## config.mk

```make
export PLATFORM = sky130hd
export DESIGN_NAME = fifo_wr_arbiter
export DESIGN_NICKNAME = d
export VERILOG_FILES = /design/src/rtl/fifo_wr_arbiter_pkg.sv /design/src/rtl/fifo_wr_arbiter_rr_pick.sv /design/src/rtl/fifo_wr_arbiter.sv
export SDC_FILE = /design/constraint.sdc
export NUM_CORES = 1
export LEC_CHECK = 0
export BUFFER_PORTS_ARGS = -buffer_cell sky130_fd_sc_hd__buf_2
export CAP_MARGIN = 15
export CORE_UTILIZATION = 47
export CTS_CLUSTER_DIAMETER = 40
export DETAILED_ROUTE_END_ITERATION = 16
export PLACE_DENSITY_LB_ADDON = 0.3
export SLEW_MARGIN = 10
export SYNTH_ARGS = -nofsm -noshare
export SYNTH_HDL_FRONTEND = slang
export SYNTH_SLANG_ARGS = --single-unit
```

## constraint.sdc

```tcl
create_clock -name i_wclk -period 3.7 [get_ports i_wclk]
set_input_delay 0.37 -clock i_wclk [delete_from_list [all_inputs] [get_ports i_wclk]]
set_output_delay 0.37 -clock i_wclk [all_outputs]
set_load 0.03 [all_outputs]
```

## src/rtl/fifo_wr_arbiter_pkg.sv

```systemverilog
// ---------------------------------------------------------------------------
// fifo_wr_arbiter_pkg
//   Shared definitions for the FIFO write-port arbiter:
//     - default widths for the write domain (requester count, data width,
//       burst cap)
//     - arbiter FSM state encoding
// ---------------------------------------------------------------------------
package fifo_wr_arbiter_pkg;

    localparam int DEF_N_REQ     = 4;
    localparam int DEF_DW        = 8;
    localparam int DEF_MAX_BURST = 4;

    typedef enum logic {
        ST_IDLE  = 1'b0,
        ST_GRANT = 1'b1
    } arb_state_t;

endpackage

```

## src/rtl/fifo_wr_arbiter_rr_pick.sv

```systemverilog
// ---------------------------------------------------------------------------
// fifo_wr_arbiter_rr_pick
//   Combinational rotating-priority picker. Finds the first asserted request
//   starting at rr_ptr and wrapping modulo N_REQ.
//
//   Ports
//     req     in   N_REQ   request vector
//     rr_ptr  in   IDX_W   index with highest priority this round
//     pick    out  N_REQ   one-hot winner (zero when nothing requests)
//     idx     out  IDX_W   winner index (zero when nothing requests)
//     any     out  1       at least one request present
// ---------------------------------------------------------------------------
module fifo_wr_arbiter_rr_pick #(
    parameter int N_REQ = 4,
    parameter int IDX_W = $clog2(N_REQ)
) (
    input  logic [N_REQ-1:0] req,
    input  logic [IDX_W-1:0] rr_ptr,
    output logic [N_REQ-1:0] pick,
    output logic [IDX_W-1:0] idx,
    output logic             any
);

    logic [2*N_REQ-1:0] dbl;
    logic [N_REQ-1:0]   rot;
    logic [N_REQ-1:0]   rot_pick;
    logic [IDX_W-1:0]   rot_idx;
    logic [IDX_W:0]     sum;

    always_comb begin
        // Rotate right by rr_ptr so the highest-priority requester sits at bit 0.
        dbl = {req, req};
        rot = N_REQ'(dbl >> rr_ptr);

        // Priority encode: scanning downwards leaves the lowest set bit.
        rot_idx = '0;
        any     = 1'b0;
        for (int i = N_REQ - 1; i >= 0; i--) begin
            if (rot[i]) begin
                rot_idx = IDX_W'(i);
                any     = 1'b1;
            end
        end

        // Undo the rotation: index wraps modulo N_REQ (N_REQ need not be 2^n).
        sum = {1'b0, rot_idx} + {1'b0, rr_ptr};
        if (sum >= (IDX_W+1)'(N_REQ)) begin
            sum = sum - (IDX_W+1)'(N_REQ);
        end
        idx = sum[IDX_W-1:0];

        // Rotate the one-hot winner left by the same amount.
        rot_pick = any ? (N_REQ'(1) << rot_idx) : '0;
        dbl      = {rot_pick, rot_pick} << rr_ptr;
        pick     = dbl[2*N_REQ-1:N_REQ];
    end

endmodule

```

## src/rtl/fifo_wr_arbiter.sv

```systemverilog
// ---------------------------------------------------------------------------
// fifo_wr_arbiter
//   Shares the single write port of the async FIFO write domain among N_REQ
//   requesters. Round-robin priority, burst grants of up to MAX_BURST words or
//   until the requester's last word. Stalls on the registered full flag.
//
//   Handshake: requester k offers a word by holding i_req[k] with i_data[k];
//   the word is taken in the cycle where i_req[k] & o_ready[k]. o_ready is only
//   ever set for the granted requester while i_full is low, and o_winc mirrors
//   it. Dropping i_req while granted abandons the grant without a transfer.
//
//   Ports
//     i_wclk    in   1          write-domain clock
//     i_wrst_n  in   1          async active-low reset
//     i_req     in   N_REQ      per-requester word valid
//     i_last    in   N_REQ      per-requester last word (qualified by i_req)
//     i_data    in   N_REQ*DW   requester k at [k*DW +: DW]
//     i_full    in   1          registered full flag
//     o_ready   out  N_REQ      one-hot word accepted this cycle
//     o_winc    out  1          FIFO write increment
//     o_wdata   out  DW         granted requester's word, zero when idle
//     o_grant   out  N_REQ      registered one-hot grant, zero when idle
//     o_busy    out  1          FSM in GRANT state (state visibility)
// ---------------------------------------------------------------------------
module fifo_wr_arbiter
    import fifo_wr_arbiter_pkg::*;
#(
    parameter int N_REQ     = DEF_N_REQ,
    parameter int DW        = DEF_DW,
    parameter int MAX_BURST = DEF_MAX_BURST,
    parameter int IDX_W     = $clog2(N_REQ),
    parameter int CNT_W     = $clog2(MAX_BURST + 1)
) (
    input  logic                i_wclk,
    input  logic                i_wrst_n,
    input  logic [N_REQ-1:0]    i_req,
    input  logic [N_REQ-1:0]    i_last,
    input  logic [N_REQ*DW-1:0] i_data,
    input  logic                i_full,
    output logic [N_REQ-1:0]    o_ready,
    output logic                o_winc,
    output logic [DW-1:0]       o_wdata,
    output logic [N_REQ-1:0]    o_grant,
    output logic                o_busy
);

    arb_state_t       state_q, state_d;
    logic [IDX_W-1:0] g_q, g_d;
    logic [N_REQ-1:0] grant_q, grant_d;
    logic [IDX_W-1:0] rr_q, rr_d;
    logic [CNT_W-1:0] cnt_q, cnt_d;

    logic [N_REQ-1:0] pick_oh;
    logic [IDX_W-1:0] pick_idx;
    logic             pick_any;

    logic             granted;
    logic             cur_req;
    logic             cur_last;
    logic [DW-1:0]    cur_data;
    logic             xfer;
    logic             at_cap;
    logic             burst_end;
    logic [IDX_W-1:0] g_next;

    fifo_wr_arbiter_rr_pick #(
        .N_REQ (N_REQ),
        .IDX_W (IDX_W)
    ) u_rr_pick (
        .req    (i_req),
        .rr_ptr (rr_q),
        .pick   (pick_oh),
        .idx    (pick_idx),
        .any    (pick_any)
    );

    assign granted  = (state_q == ST_GRANT);
    assign cur_req  = i_req[g_q];
    assign cur_last = i_last[g_q];
    assign cur_data = i_data[g_q*DW +: DW];

    // Full is honoured here even though the pointer handler also gates winc.
    assign xfer      = granted & cur_req & ~i_full;
    assign at_cap    = (cnt_q == CNT_W'(MAX_BURST - 1));
    assign burst_end = granted & ((xfer & (cur_last | at_cap)) | ~cur_req);
    assign g_next    = (g_q == IDX_W'(N_REQ - 1)) ? '0 : g_q + 1'b1;

    assign o_winc  = xfer;
    assign o_ready = xfer ? grant_q : '0;
    assign o_wdata = granted ? cur_data : '0;
    assign o_grant = grant_q;
    assign o_busy  = granted;

    always_comb begin
        state_d = state_q;
        g_d     = g_q;
        grant_d = grant_q;
        rr_d    = rr_q;
        cnt_d   = cnt_q;
        case (state_q)
            ST_IDLE: begin
                if (pick_any) begin
                    state_d = ST_GRANT;
                    g_d     = pick_idx;
                    grant_d = pick_oh;
                    cnt_d   = '0;
                end
            end
            ST_GRANT: begin
                if (xfer) begin
                    cnt_d = cnt_q + 1'b1;
                end
                // Every burst returns to IDLE, giving the one-cycle bubble
                // in which the next winner is chosen.
                if (burst_end) begin
                    state_d = ST_IDLE;
                    grant_d = '0;
                    rr_d    = g_next;
                    cnt_d   = '0;
                end
            end
            default: begin
                state_d = ST_IDLE;
            end
        endcase
    end

    always_ff @(posedge i_wclk or negedge i_wrst_n) begin
        if (!i_wrst_n) begin
            state_q <= ST_IDLE;
            g_q     <= '0;
            grant_q <= '0;
            rr_q    <= '0;
            cnt_q   <= '0;
        end else begin
            state_q <= state_d;
            g_q     <= g_d;
            grant_q <= grant_d;
            rr_q    <= rr_d;
            cnt_q   <= cnt_d;
        end
    end

endmodule

```

==> results.txt <==
* Number of max-slew violations in the final report: 0
- After detailed routing, the average wire length per cell comes to 14.4 µm.
- Clock latency on the worst-skew pair, taken at its later pin, is 0.28 ns.
* Routed via count divided by cell count: 5.51
- The net count of the finished layout is 206.
* Async set-or-reset flop fraction in the synthesized netlist: 1.00
* Endpoint type of the worst setup path: output port
- In this run, synthesis inferred 0 flip-flops with an integrated enable.
- Once detailed placement completed, the half-perimeter wirelength came to 2020 µm.
- Worst-Margin Slew: 0.659 ns
- The floorplan has 16 rows.
* Sum Neg Setup Slack: 0 ns
- Internal power: 0.558 mW
- Final Skew: 0.00564 ns
- STA classifies the critical path startpoint as a register.
* Summed area of non-filler cells in the final layout: 1400 µm²
- Footprint of the multi-input gates: 714 µm²
- The mapped netlist covers 1070 µm².
- Of the total power, combinational logic draws 0.623.
- Run status: completed
- Final total power: 1.09 mW
- Number of vias in the routed layout: 1024
- In the global route stage, overall resource usage came out at 0.234.
- Hold Violations, Final: 0
- During I/O placement, the number of pins put on the boundary was 61.
- Reported max-cap violation count: 0
- Cell at the root of the clock tree: clkbuf_4
- Dividing the final minimum period by the clock period gives 0.673.
- Clock Path Buffers: 2
- By startpoint and endpoint, the worst setup path is classified as reg2out.
* Syn_area_per_cell: 10.6 µm²
- Hold timing on the final database bottoms out at a slack of 0.456 ns.
- Relative to the synthesized area, the layout overhead comes to 31.1%.
- The congestion estimate from routability-driven global placement came to 0.820.
* Worst setup slack after placement: 1.49 ns
* Total area of sequential cells: 300 µm²
* Static leakage: 0.706 nW
- Overall die width: 49.7 µm
* Sequential area share after synthesis: 0.281
* Total die area: 2470 µm²
- Timing would allow up to 401 MHz.
- Most instantiated flip-flop cell in the synthesis netlist: dfrtp_1
- Worst min-delay path class: in2reg
- Post-detailed-placement cell area: 1360 µm²
- Port buffering added 60 buffers.
* Gate count after technology mapping: 101
- Share of the core filled with cells: 0.687
* Distinct cell type count after synthesis: 36
- Summed over all nets, the switching power comes to 0.534 mW.
* 1st-iter DRT viols: 15
- The die is 49.7 µm tall.
- Counting flops and latches in the post-synthesis netlist gives 12.
* Final worst-path setup slack: 1.21 ns
- Number of antenna diodes: 0
* Layout cell share with drive strength beyond 1: 0.497
* Level count of the clock H-tree: 1
- Of the total power, the share spent switching nets is 0.489.
* Resized Gates After CTS: 0
* Number of buffers inserted to repair setup after CTS: 0
- Clock sink total: 12
- Number of warning messages in the yosys log: 0
- Detailed-route DRC error count: 0
- The routed design has 2680 µm of wire.
* WP data arrival: 2.12 ns
- After detailed placement, the design holds a cell count of 181.
- Of the total power, the clock network draws 0.100.
* Power density normalized to cell area: 779 nW/µm²
* Wire length of the first global-routing pass: 4360 µm
- Crit path max fanout: 14
- Clock input transition at the sequential cells of the worst setup and hold paths: 0.08 ns
- TritonCTS built the clock tree.
- The number of global-route vias before repair is 1016.
* Maximum number of pins on one net before global-route repair: 19
* Number of nets with antenna violations after routing: 0
* Initial antenna violation count: 0
- Fraction of power consumed by sequential logic: 0.277
- Post-layout instance count excluding filler cells: 186
* CP required: 3.33 ns
- Setup repair after global routing left no endpoint under its margin.
- Overflow left after global routing: 0
- The clock period could shrink to 2.49 ns.
- After floorplanning, the core was sized to cover 2040 µm².
* Peak VDD IR: 0.000446 V
- Synthesis produced a netlist with a net count of 147.
* Number of hold-repair buffers added at the cts stage: 1
- Setup violations remaining at the end of the flow were counted as 0.
- Effective utilization at floorplan: 0.524
* First drt pass iteration count: 4
- In this run the tightest slew margin relative to its limit is 0.560.
- Counting the buffers created by CTS gives 3.
- Fill cells in the final layout number 176.
[flip-flops by register name, indices dropped and copies added, names as in the netlist]
register	flops
o_busy	1
g_q	2
cnt_q	3
rr_q	2
o_grant	4
[cell usage after synthesis, types with 2 or more instances]
cell / instances / share of area
dfrtp_1: 12 / 0.28
and2_1: 10 / 0.058
mux4_2: 9 / 0.19
nor2b_1: 6 / 0.035
nand2_1: 5 / 0.018
nor2_1: 5 / 0.018
o21ai_0: 5 / 0.023
a32o_1: 4 / 0.037
and3_1: 4 / 0.023
ha_1: 3 / 0.035
nand2b_1: 3 / 0.018
a21oi_1: 2 / 0.0094
a22o_1: 2 / 0.016
buf_2: 2 / 0.0094
buf_6: 2 / 0.021
clkbuf_1: 2 / 0.0070
inv_1: 2 / 0.0070
mux2_4: 2 / 0.028
mux2i_1: 2 / 0.019
nor3_1: 2 / 0.0094
o22ai_1: 2 / 0.012
[layer usage]
metal	vias up	track usage	part of all wire
li1	502	-	-
met1	500	0.291	0.43
met2	20	0.396	0.53
met3	2	0.0710	0.036
met4	0	0.0524	0.0037
met5	-	0	0
[cell families (layout without fill, tap and decap cells)]
group | count (synthesis) | in the layout | share of synthesized area
AND/OR/NAND/NOR | 38 | 38 | 0.209
AO/OA/AOI/OAI | 26 | 26 | 0.187
multiplexers | 13 | 13 | 0.236
flip-flops | 12 | 12 | 0.281
buffers and inverters | 9 | 67 | 0.0515
adder cells (fa/ha/maj) | 3 | 3 | 0.0351
[worst max-delay path, stage by stage (launching register included)]
cell and delay [ns]:
dfrtp_1 0.77, mux4_2 0.68, and2_1 0.21, buf_2 0.18
[layout by cell type (no fill, tap or decap), types with 2 or more instances in the layout]
master	count
a21oi_1	2
a22o_1	2
a32o_1	4
and2_1	10
and3_1	4
buf_2	60
clkbuf_4	3
dfrtp_1	12
ha_1	3
inv_1	2
mux2_4	2
mux2i_1	2
mux4_2	9
nand2_1	5
nand2b_1	3
nor2_1	5
nor2b_1	6
nor3_1	2
o21ai_0	5
o22ai_1	2
[cell type report]
| cell class | instances | share of cell area |
|---|---|---|
| Timing Repair Buffer | 61 | 0.221 |
| Clock buffer | 4 | 0.0259 |
| Sequential cell | 12 | 0.214 |
| Multi-Input combinational cell | 80 | 0.509 |
| Inverter | 2 | 0.00535 |
| Tap cell | 27 | 0.0241 |
[worst paths after layout]
kind | start | endpoint | slack (ns) | depth (start not counted)
min in group asynchronous | i_wrst_n | cnt_q[0]$_DFFE_PN0P_ | 0.49 | 2
min | i_req[1] | g_q[0]$_DFFE_PN0P_ | 0.46 | 3
min reg2reg | cnt_q[0]$_DFFE_PN0P_ | cnt_q[0]$_DFFE_PN0P_ | 0.51 | 1
max in group asynchronous | i_wrst_n | o_grant[2]$_DFFE_PN0P_ | 2.98 | 2
max | g_q[0]$_DFFE_PN0P_ | o_winc | 1.21 | 3
max reg2reg | g_q[0]$_DFFE_PN0P_ | rr_q[1]$_DFFE_PN0P_ | 1.59 | 4
[power groups by stage]
| stage | Sequential [mW] | Clock, mW | Combinational [mW] |
|---|---|---|---|
| after global placement | 0.301 | 0 | 0.659 |
| final | 0.303 | 0.110 | 0.681 |
| after global routing | 0.317 | 0.119 | 0.723 |
| after floorplan | 0.277 | 0 | 0.547 |
| after CTS | 0.304 | 0.113 | 0.685 |
| after detailed placement | 0.306 | 0 | 0.681 |
No activity file was read; power rests on OpenSTA's default activity.
